**src/rtl/im_loader_if.sv**
```systemverilog
// Byte-stream / instruction-memory bus of the program loader.
// The master side feeds the stream and observes the loader. The slave side is the loader itself.
interface im_loader_if;
  logic        start;
  logic        byte_valid;
  logic [7:0]  byte_data;
  logic        byte_ready;
  logic        im_we;
  logic [31:0] im_waddr;
  logic [31:0] im_wdata;
  logic        cpu_hold;
  logic        done;
  logic        err;

  modport master (
    output start, byte_valid, byte_data,
    input  byte_ready, im_we, im_waddr, im_wdata, cpu_hold, done, err
  );

  modport slave (
    input  start, byte_valid, byte_data,
    output byte_ready, im_we, im_waddr, im_wdata, cpu_hold, done, err
  );
endinterface

```
**src/rtl/im_loader.sv**
```systemverilog
// Program loader: parses a big-endian word-count header followed by
// big-endian instruction words from a byte stream. Each word is written into
// instruction memory starting at 0x3000. The CPU is held until the load completes.
module im_loader (
  input  logic        clk,
  input  logic        reset,
  im_loader_if.slave  bus
);

  typedef enum logic [2:0] {
    IDLE, LEN_HI, LEN_LO, DATA, WRITE, DONE, ERR
  } state_t;

  localparam logic [31:0] IM_BASE   = 32'h0000_3000;
  localparam logic [15:0] MAX_WORDS = 16'd4096;

  state_t      state, state_nxt;
  logic [15:0] n_words;
  logic [12:0] word_idx;
  logic [1:0]  byte_idx;
  logic [31:0] word_reg;

  logic        xfer;
  logic [15:0] len_full;
  logic        len_bad;
  logic        last_word;

  assign xfer      = bus.byte_valid && bus.byte_ready;
  // The full count is formed from the latched high byte and the byte being accepted.
  assign len_full  = {n_words[15:8], bus.byte_data};
  assign len_bad   = (len_full == 16'd0) || (len_full > MAX_WORDS);
  assign last_word = ({3'b000, word_idx} == (n_words - 16'd1));

  // State register. Reset takes priority over every other input.
  always_ff @(posedge clk) begin
    // NOTE: sequential state uses non-blocking assignment so all flops update together at the edge.
    if (reset) state <= IDLE;
    else       state <= state_nxt;
  end

  // Next-state logic.
  always_comb begin
    // NOTE: a default assignment before the case keeps every path assigned and avoids inferred latches.
    state_nxt = state;
    unique case (state)
      IDLE:        if (bus.start) state_nxt = LEN_HI;
      LEN_HI:      if (xfer) state_nxt = LEN_LO;
      LEN_LO:      if (xfer) state_nxt = len_bad ? ERR : DATA;
      DATA:        if (xfer && (byte_idx == 2'd3)) state_nxt = WRITE;
      WRITE:       state_nxt = last_word ? DONE : DATA;
      DONE, ERR:   if (bus.start) state_nxt = LEN_HI;
      default:     state_nxt = IDLE;
    endcase
  end

  // Header, counters and word assembly. A word is shifted in MSB first.
  always_ff @(posedge clk) begin
    if (reset) begin
      n_words  <= '0;
      word_idx <= '0;
      byte_idx <= '0;
      word_reg <= '0;
    end else begin
      unique case (state)
        LEN_HI: if (xfer) n_words[15:8] <= bus.byte_data;
        LEN_LO: if (xfer) begin
          n_words[7:0] <= bus.byte_data;
          word_idx     <= '0;
          byte_idx     <= '0;
        end
        DATA: if (xfer) begin
          word_reg <= {word_reg[23:0], bus.byte_data};
          byte_idx <= byte_idx + 2'd1;
        end
        WRITE: if (!last_word) begin
          word_idx <= word_idx + 13'd1;
          byte_idx <= '0;
        end
        default: ;
      endcase
    end
  end

  // Outputs are decoded from the state alone. The write address and data are driven only during WRITE
  // and are zero otherwise.
  always_comb begin
    bus.byte_ready = 1'b0;
    bus.im_we      = 1'b0;
    bus.im_waddr   = '0;
    bus.im_wdata   = '0;
    bus.cpu_hold   = 1'b1;
    bus.done       = 1'b0;
    bus.err        = 1'b0;
    unique case (state)
      LEN_HI, LEN_LO, DATA: bus.byte_ready = 1'b1;
      WRITE: begin
        bus.im_we    = 1'b1;
        bus.im_waddr = IM_BASE + {17'd0, word_idx, 2'b00};
        bus.im_wdata = word_reg;
      end
      DONE: begin
        bus.done     = 1'b1;
        bus.cpu_hold = 1'b0;
      end
      ERR:     bus.err = 1'b1;
      default: ;
    endcase
  end

endmodule

```
**src/flat_wrapper.sv**
```systemverilog
// flat-port wrapper written by rule: the top's interface ports become plain ports
module im_loader_flat 
  (clk, reset, bus_start, bus_byte_valid, bus_byte_data, bus_byte_ready, bus_im_we, bus_im_waddr, bus_im_wdata, bus_cpu_hold, bus_done, bus_err);
  im_loader_if bus_i ();
  input  logic clk;
  input  logic reset;
  input wire logic [$bits(bus_i.start)-1:0] bus_start;
  input wire logic [$bits(bus_i.byte_valid)-1:0] bus_byte_valid;
  input wire logic [$bits(bus_i.byte_data)-1:0] bus_byte_data;
  output wire logic [$bits(bus_i.byte_ready)-1:0] bus_byte_ready;
  output wire logic [$bits(bus_i.im_we)-1:0] bus_im_we;
  output wire logic [$bits(bus_i.im_waddr)-1:0] bus_im_waddr;
  output wire logic [$bits(bus_i.im_wdata)-1:0] bus_im_wdata;
  output wire logic [$bits(bus_i.cpu_hold)-1:0] bus_cpu_hold;
  output wire logic [$bits(bus_i.done)-1:0] bus_done;
  output wire logic [$bits(bus_i.err)-1:0] bus_err;
  assign bus_i.start = bus_start;
  assign bus_i.byte_valid = bus_byte_valid;
  assign bus_i.byte_data = bus_byte_data;
  assign bus_byte_ready = bus_i.byte_ready;
  assign bus_im_we = bus_i.im_we;
  assign bus_im_waddr = bus_i.im_waddr;
  assign bus_im_wdata = bus_i.im_wdata;
  assign bus_cpu_hold = bus_i.cpu_hold;
  assign bus_done = bus_i.done;
  assign bus_err = bus_i.err;
  im_loader u_core (.clk(clk), .reset(reset), .bus(bus_i));
endmodule
```
**config.mk**
```make
export PLATFORM = sky130hd
export DESIGN_NAME = im_loader_flat
export DESIGN_NICKNAME = d
export VERILOG_FILES = /design/src/rtl/im_loader_if.sv /design/src/rtl/im_loader.sv /design/src/flat_wrapper.sv
export SDC_FILE = /design/constraint.sdc
export NUM_CORES = 1
export LEC_CHECK = 0
export CORE_ASPECT_RATIO = 0.6
export CORE_MARGIN = 1
export CORE_UTILIZATION = 56
export DETAILED_ROUTE_END_ITERATION = 10
export HOLD_SLACK_MARGIN = 0.15
export MAX_ROUTING_LAYER = met4
export PLACE_DENSITY = 0.93
export SLEW_MARGIN = 0
export SYNTH_ARGS = -nofsm -noshare
export SYNTH_HDL_FRONTEND = slang
export SYNTH_SLANG_ARGS = --single-unit
```
**constraint.sdc**
```tcl
create_clock -name clk -period 7.5 [get_ports clk]
set_input_delay 1.125 -clock clk [delete_from_list [all_inputs] [get_ports clk]]
set_output_delay 1.125 -clock clk [all_outputs]
set_load 0.05 [all_outputs]
```
==> impl_results.md, run 1 <==
- Critical Path Slowest Stage Cell: clkdlybuf4s50_1
- I/O Buffers: 62
- Fraction of registers with async set or reset after synthesis: 0%
- Pre-antenna DRT Iters: 5
- Critical-path maximum fanout: ~50
- # DRC: 0
- Setup TNS: 0 ns
- Root buf cell: clkbuf_16
- Hold_buf cts: 0
- Routability cong.: 0.955
- Post-cts resize count: 0
- Max cap viols: 0
- DIE AREA: 7290 sq um
- VDD IR max: between 150 and 200 uV
- F_max: about 260 MHz
- Kind of critical path: reg -> out
- GRT Residual Overflow: 0
- Layout overhead on the synthesized area: 20.5%
- Die Y: 66.5 um
- CP startpoint kind: flop
- WP data required: approximately 6.4 ns
- Number of global-route vias before repair: 3,391
- Leading area contributor after synthesis: dfxtp_1
- Pwr per Cell Area: ~240 nW/um^2
- Final setup violating endpoints: 0
- Largest net degree at the start of global routing: 62
- Via Count: slightly below 4,000
- Overall routing resource usage: 31.6%
- Fin. max-slew vios: 0
- Ant diodes: 0
- Worst R2R End: u_core.state[2]
- DRT iter0 DRCs: 441
- Max reg flops: 32
- Worst Hold Launch: u_core.word_reg[28]
- Outcome: finished, final reports clean
- Post-synth EDFFs: 0
- Crit. End Element: primary output
- Drt total wl: around 11,000 um
- Initial core utilization: 58.2%
- Cells after Synth: 514
- RR Startpoint: u_core.n_words[0]
- Lkg Pwr: 1.81 nW
- Share of layout cells above drive strength 1: under 10%
- Synth top area cells: dfxtp_1, nand2_1, a21oi_1
- Max clock buf depth: 2
- Synth Flop Type: dfxtp_1
- Layout Skew: between 0.008 and 0.009 ns
- HP Class: reg -> reg
- Post-CTS setup buffer count: 0
- RSZ-0062 raised after global routing: false
- Hold path endpoint: u_core.word_reg[28]
- Count of state elements after synthesis: between 60 and 70
- Die Width: around 110 um
- Hold path cells: 2
- Clk sinks: between 60 and 70
- Clock latency on the worst-skew pair: about 0.34 ns
- Post-synthesis average cell area: 7.56 sq um
- Rel. slew slack: between 20 and 25%
- Crit-path leading delay family: buffers and inverters
- Synthesized area: slightly below 4000 sq um
- Final period util: 51.1%
- Core ar.: around 6700 sq um
- Share of the synthesized area in the top cell type: between 30% and 40%
- Num rows: 23
- Post-route ant nets: 0
- Synth top cells by count: nand2_1, dfxtp_1, a21oi_1
- Avg WL per Cell: 16.9 um
- Initial antenna violation count: 0
- Worst path bufs/invs: 3
- Most frequent cell after synthesis: nand2_1
- CP arrival: ~2.7 ns
- Max stage delay on crit path: approximately 0.84 ns
- Number of warnings issued by yosys: 0
- H-tree Lvls: 3
- R2R setup slack: approximately 4.2 ns
- First-pass GRT wire length: 16,800 um
- Clk slew on worst S/H paths: 0.06 ns
- Slew @ Worst Pin: roughly 1.2 ns
- DP Wirelength: 7440 um
- Count of cell types in the netlist: 53
- Final Net Count: around 570
- Final Non-Filler Cells: 644
- Inserted Clock Buffers: 9
- Final hold violations: 0
- Register area share after synthesis: about a third
- CTS tree: built
- CP Cell Sequence: buf_4 > nand2_1 > inv_1 > clkdlybuf4s50_1
- IO Pins: 81
- Placed cells: 628
- DR vias/cell: between 6 and 7
- Clock period minus worst slack: between 3 and 4 ns
- FF-to-FF path depth: 10
cells in the final DEF, fill, tap and decap left out, drive strengths merged, types with 2 or more instances in the layout:
| cell | instances |
|---|---|
| o32ai | 2 |
| or3 | 9 |
| nand4 | 3 |
| a31oi | 2 |
| or4 | 9 |
| mux2i | 5 |
| a211o | 2 |
| a21oi | 63 |
| nand2 | 122 |
| or2 | 2 |
| xnor2 | 11 |
| nor4 | 12 |
| o211ai | 6 |
| nor2 | 17 |
| nand3 | 8 |
| nor4b | 2 |
| nor3 | 7 |
| ha | 5 |
| dfxtp | 66 |
| xor2 | 8 |
| buf | 4 |
| clkdlybuf4s50 | 61 |
| conb | 18 |
| bufinv | 3 |
| o31ai | 7 |
| nor3b | 2 |
| inv | 13 |
| and3 | 49 |
| nand2b | 3 |
| clkbuf | 12 |
| o21ai | 12 |
worst max-delay path by stage:
| stage | depth (start not counted) | slack, ns | from | end |
|---|---|---|---|---|
| finish | 4 | 3.67 | u_core.state[2] | bus_im_we |
| global route | 4 | 3.53 | u_core.state[2] | bus_im_we |
| detailed placement | 4 | 4.10 | u_core.state[2] | bus_im_we |
| floorplan | 6 | 4.54 | u_core.state[0] | bus_im_waddr[14] |
| global placement | 4 | 4.17 | u_core.state[2] | bus_im_we |
| CTS | 4 | 3.71 | u_core.state[2] | bus_im_we |
area by class of cell:
type                            count  area, sq um
Multi-Input combinational cell    397         2220
Fill cell                         516         2000
Sequential cell                    66         1320
Timing Repair Buffer               65          638
Clock buffer                       12          246
Tap cell                           87          109
Clock inverter                      4         98.8
Inverter                           13         48.8
through the flow:
step	total power, W	utilization (%)	setup WS [ns]	hold WS [ns]	cell area, sq um
finish	0.00111	70.1	3.67	0.447	4680
floorplan	0.000572	-	4.54	0.432	3950
CTS	0.00110	70.1	3.71	0.452	4680
global route	0.00114	70.1	3.53	0.471	4680
global placement	0.000606	64.9	4.17	0.438	4340
detailed placement	0.000613	64.9	4.10	0.446	4340
layer usage:
metal / track usage, % / part of all wire (%)
met1: 43.1 / 45
met2: 45.8 / 44
met3: 8.81 / 10
met4: 8.00 / 1.3
met5: - / 0
cell families after synthesis:
| group | synth area share [%] |
|---|---|
| other | 0.0965 |
| buffers and inverters | 10.6 |
| AND/OR/NAND/NOR | 32.5 |
| adder cells (fa/ha/maj) | 1.61 |
| flip-flops | 34.0 |
| XOR/XNOR | 4.28 |
| multiplexers | 1.29 |
| AO/OA/AOI/OAI | 15.6 |
worst reg2reg max path, stage by stage, from the launching register on:
cell	delay, ns
dfxtp_1	0.39
inv_1	0.09
ha_1	0.41
inv_1	0.15
nor4b_1	0.37
a31oi_1	0.07
o32ai_1	0.17
o2111ai_1	0.26
nor4_4	0.87
nand2_1	0.17
a221oi_2	0.29
power by group:
| part | switching [W] | internal (W) | leakage, nW | total [W] |
|---|---|---|---|---|
| clock | 0.000155 | 0.000334 | 0.167 | 0.000490 |
| sequential | 0.0000249 | 0.000363 | 0.532 | 0.000387 |
| combinational | 0.000157 | 0.0000724 | 1.11 | 0.000229 |
| total | 0.000337 | 0.000769 | 1.81 | 0.00111 |
Power figures use the tool's default switching activity.
==> inputs of run 2 (changes only) <==
--- a/config.mk
+++ b/config.mk
@@ -7,11 +7,11 @@
 export LEC_CHECK = 0
 export CORE_ASPECT_RATIO = 0.6
 export CORE_MARGIN = 1
-export CORE_UTILIZATION = 56
+export CORE_UTILIZATION = 47
 export DETAILED_ROUTE_END_ITERATION = 10
 export HOLD_SLACK_MARGIN = 0.15
 export MAX_ROUTING_LAYER = met4
-export PLACE_DENSITY = 0.93
+export PLACE_DENSITY = 0.84
 export SLEW_MARGIN = 0
 export SYNTH_ARGS = -nofsm -noshare
 export SYNTH_HDL_FRONTEND = slang
==> constraint.sdc (replaced) <==
create_clock -name clk -period 3.3 [get_ports clk]
set_input_delay 0.495 -clock clk [delete_from_list [all_inputs] [get_ports clk]]
set_output_delay 0.495 -clock clk [all_outputs]
set_load 0.05 [all_outputs]
==> impl_results.md, run 2 (synthesized netlist as in run 1, its figures left out) <==
- Root buf cell: clkbuf_16
- Ant diodes: 0
- Die Y: 72.4 um
- RSZ-0062 raised after global routing: false
- Clk slew on worst S/H paths: 0.05 ns
- DR vias/cell: between 5 and 6
- Final Non-Filler Cells: 676
- Fillers: about 740
- Most common cell after layout, fill and taps aside: nand2_1
- Lkg Pwr: around 1.9 nW
- Crit. End Element: flop
- DP Wirelength: approximately 7500 um
- Initial core utilization: between 40 and 50%
- Die Width: ~120 um
- FF-to-FF path depth: 12
- Final hold violations: 0
- CP arrival: 3.32 ns
- Final period util: about 93%
- RR Startpoint: u_core.n_words[0]
- Met3 routed WL: between 1000 and 1500 um
- Hold path endpoint: u_core.word_reg[24]
- Inserted Clock Buffers: 9
- Largest net degree at the start of global routing: 39
- Routability cong.: 0.914
- Layout overhead on the synthesized area: 23.0%
- Hold path cells: 2
- Max reg flops: 32
- VDD IR max: roughly 250 uV
- Outcome: finished, final reports clean
- # DRC: 0
- Pre-antenna DRT Iters: 5
- Slew @ Worst Pin: 0.651 ns
- Overall routing resource usage: 26.1%
- HP Class: reg -> reg
- Post-route ant nets: 0
- First-pass GRT wire length: ~17,000 um
- Wire length on met1: around 5000 um
- I/O Buffers: 62
- Fin. max-slew vios: 0
- IO Pins: 81
- Register area: 1320 sq um
- R2R setup slack: about 0.24 ns
- WP data required: around 3.6 ns
- Top Metal Used: met4
- Avg WL per Cell: 16.1 um
- Rel. slew slack: approximately 56%
- Clock period minus worst slack: 3.06 ns
- Placed cells: approximately 660
- Number of global-route vias before repair: about 3,400
- DRT iter0 DRCs: ~320
- Clk sinks: 66
- GRT Residual Overflow: 0
- Max cap viols: 0
- Core ar.: ~7900 sq um
- Most frequent cells in the layout: nand2_1, dfxtp_1, a21oi_1
- F_max: 327 MHz
- Multi-input gate area in the final layout: about 2200 sq um
- Num rows: 25
- Critical-path maximum fanout: 12
- H-tree Lvls: 3
- Finished Core Util: roughly three fifths
- CTS tree: built
- Initial antenna violation count: 0
- Clock latency on the worst-skew pair: ~0.34 ns
- CP startpoint kind: flop
- DIE AREA: 8650 sq um
- Share of layout cells above drive strength 1: approximately 10%
- Met2 Wirelength: around 4600 um
- Final setup violating endpoints: 0
- Max clock buf depth: 2
- Final Net Count: 580
- Kind of critical path: reg -> reg
- Setup TNS: 0 ns
- Layout Skew: ~0.0050 ns
- Drt total wl: approximately 11,000 um
- Pwr per Cell Area: approximately 490 nW/um^2
- Via Count: between 3,000 and 4,000
- Worst R2R End: u_core.word_idx[8]
- Worst Hold Launch: u_core.word_reg[24]
- Hold_buf cts: 0
-- run 2: cell count changes in the layout (fill, tap and decap cells not counted) --
| cell | change |
|---|---|
| clkinvlp_4 | +1 |
| buf_12 | +5 |
| buf_4 | +12 |
| clkinv_2 | +4 |
| clkdlybuf4s50_1 | -6 |
| clkinv_4 | -1 |
| clkbuf_1 | -1 |
| clkbuf_8 | -1 |
| bufinv_16 | -2 |
-- run 2: metrics by stage --
stage | hold slack, ns | total power [W] | worst slack, ns | area (sq um)
floorplan | 0.432 | 0.00130 | 0.802 | 3950
global placement | 0.441 | 0.00139 | 0.438 | 4450
detailed placement | 0.444 | 0.00141 | 0.316 | 4450
CTS | 0.451 | 0.00233 | 0.269 | 4740
global route | 0.477 | 0.00242 | 0.0331 | 4780
finish | 0.452 | 0.00233 | 0.241 | 4780
-- run 2: power breakdown --
group,switching [W],internal [W],total (W)
Clock,0.000345,0.000578,0.000924
Sequential,0.0000546,0.000824,0.000879
Combinational,0.000354,0.000171,0.000525
Total,0.000754,0.00157,0.00233
-- run 2: what timing repair did --
item | in CTS | in global routing
setup endpoints to repair | 0 | 1
gates resized for setup | 0 | 0
buffers inserted | 0 | 5
-- run 2: worst max path at each step --
stage / from / to / depth (start not counted)
final: u_core.n_words[0] / u_core.word_idx[8] / 12
after floorplan: u_core.n_words[2] / u_core.state[2] / 10
after global routing: u_core.n_words[0] / u_core.word_idx[12] / 12
after CTS: u_core.n_words[2] / u_core.word_idx[8] / 9
after global placement: u_core.n_words[2] / u_core.word_idx[3] / 9
after detailed placement: u_core.n_words[2] / u_core.word_idx[8] / 9
-- run 2: worst max-delay path: stages (launching register included) --
cell and delay [ns]:
dfxtp_1 0.37, inv_1 0.09, ha_1 0.39, inv_1 0.13, and3_1 0.17, o32ai_1 0.12
a21oi_1 0.10, a41oi_1 0.38, nor4_4 0.09, buf_4 0.19, buf_4 0.17, or4_2 0.61
a21oi_1 0.16
-- run 2: routing by layer --
metal  global-route usage (%)  vias up
met5                        -        -
met1                     35.6     1738
met3                     7.08       15
li1                         -     1851
met4                     8.19        0
met2                     37.3      187
-- run 2: final cells by class --
type,count,area share [%]
clock buffer,10,4.79
clock inverter,6,1.20
inverter,13,1.02
multi-input combinational,397,46.4
sequential,66,27.7
tap,108,2.83
timing repair buffer,76,16.1
==> inputs of run 3 (changes only) <==
--- a/config.mk
+++ b/config.mk
@@ -6,7 +6,7 @@
 export NUM_CORES = 1
 export LEC_CHECK = 0
 export CORE_ASPECT_RATIO = 0.6
-export CORE_MARGIN = 1
+export CORE_MARGIN = 2
 export CORE_UTILIZATION = 47
 export DETAILED_ROUTE_END_ITERATION = 10
 export HOLD_SLACK_MARGIN = 0.15
==> impl_results.md, run 3 (synthesized netlist as in run 1, its figures left out) <==
- Placed cells: ~650
- GRT Residual Overflow: 0
- Via Count: just under 4,000
- Max clock buf depth: 2
- Layout Skew: 0.0101 ns
- I/O Buffers: slightly above 60
- Die Width: roughly 120 um
- HP Class: reg -> reg
- Post-route ant nets: 0
- Num rows: 25
- Inserted Clock Buffers: 9
- Largest net degree at the start of global routing: 44
- Most frequent cells in the layout: nand2_1, dfxtp_1, a21oi_1
- Max cap viols: 0
- RSZ-0062 raised after global routing: false
- Design Area, Final: around 4700 sq um
- Ant diodes: 0
- Core ar.: approximately 7900 sq um
- CP startpoint kind: flop
- Fillers: 719
- Initial antenna violation count: 0
- WP data required: roughly 2.8 ns
- Routability cong.: approximately 0.98
- Clock period minus worst slack: about 3 ns
- Root buf cell: clkbuf_16
- Hold_buf cts: 0
- Final Non-Filler Cells: about 670
- Layout overhead on the synthesized area: 22.2%
- CP arrival: around 2.5 ns
- H-tree Lvls: 3
- Avg WL per Cell: roughly 16 um
- Setup TNS: 0 ns
- First-pass GRT wire length: between 15,000 and 20,000 um
- Pwr per Cell Area: between 400 and 500 nW/um^2
- # DRC: 0
- Clk slew on worst S/H paths: ~0.050 ns
- Overall routing resource usage: between 20% and 30%
- Clock latency on the worst-skew pair: 0.33 ns
- Post-cts resize count: 0
- Pre-antenna DRT Iters: 5
- Slew @ Worst Pin: ~0.65 ns
- Final period util: between 90% and 100%
- Lkg Pwr: between 1.5 and 2 nW
- Finished Core Util: 59.7%
- CTS tree: built
- Final hold violations: 0
- Most common cell after layout, fill and taps aside: nand2_1
- DP Wirelength: between 7000 and 8000 um
- Fin. max-slew vios: 0
- Final Net Count: around 570
- Rel. slew slack: between 50 and 60%
- Share of layout cells above drive strength 1: approximately 8.7%
- Drt total wl: between 10,000 and 15,000 um
- Max reg flops: 32
- Initial core utilization: roughly 50%
- Final setup violating endpoints: 0
- Post-CTS setup buffer count: 0
- Die Y: 74.4 um
- Number of global-route vias before repair: around 3,500
- Outcome: finished, final reports clean
- Placed cell area: about 4500 sq um
- VDD IR max: roughly 220 uV
- IO Pins: approximately 80
- F_max: between 300 and 400 MHz
- Crit. End Element: primary output
- Kind of critical path: reg -> out
- DR vias/cell: between 5 and 6
- Clk sinks: between 60 and 70
- DRT iter0 DRCs: about 380
- DIE AREA: between 9000 and 10,000 sq um
- Critical-path maximum fanout: 34
[run 3: cell types whose count changed in the layout (fill, tap and decap cells not counted)]
cell	change
buf_12	+1
buf_4	-7
clkbuf_1	+1
clkbuf_8	+1
clkinv_2	-2
clkinvlp_4	-1
[run 3: metal layers]
metal | vias up | share of wire [%] | GRT usage (%)
met1 | 1818 | 45 | 34.7
met5 | - | 0 | -
met3 | 19 | 10 | 5.21
li1 | 1834 | - | -
met4 | 0 | 1.1 | 6.39
met2 | 182 | 44 | 37.9
[run 3: path summary, 6_finish.rpt]
| check | from | to | slack, ns | cells past startpoint |
|---|---|---|---|---|
| worst max-delay path | u_core.state[0] | bus_im_wdata[5] | 0.32 | 4 |
| worst min register to register | u_core.word_reg[31] | u_core.word_reg[31] | 0.45 | 2 |
| worst min-delay path | u_core.word_reg[31] | u_core.word_reg[31] | 0.45 | 2 |
| worst max register to register | u_core.n_words[0] | u_core.word_idx[3] | 0.36 | 11 |
[run 3: where the power goes]
group          leakage [nW]  internal, W  total, W  switching [W]
logic                  1.16     0.000185  0.000547       0.000362
registers             0.532     0.000825  0.000881      0.0000568
clock network         0.142     0.000598  0.000925       0.000327
total                  1.84      0.00161   0.00235       0.000745
[run 3: final cells by class]
class | count | area (sq um) | area share, %
inverters | 13 | 48.8 | 1.03
clock buffers | 12 | 246 | 5.19
clock inverters | 3 | 40.0 | 0.844
repair buffers | 70 | 736 | 15.5
flip-flops and latches | 66 | 1320 | 27.8
multi-input cells | 397 | 2220 | 46.7
well taps | 108 | 135 | 2.85
[run 3: worst max-delay path: stages (launching register included)]
cell	delay [ns]
dfxtp_1	0.47
nor2_2	0.43
buf_12	0.23
and3_1	0.21
clkdlybuf4s50_1	0.81
[run 3: stage by stage]
step	worst slack, ns	total power (W)	hold slack, ns
6_report	0.317	0.00235	0.454
5_1_grt	0.116	0.00244	0.481
4_1_cts	0.329	0.00235	0.450
3_5_place_dp	0.394	0.00142	0.443
3_3_place_gp	0.581	0.00140	0.439
2_1_floorplan	0.802	0.00130	0.432
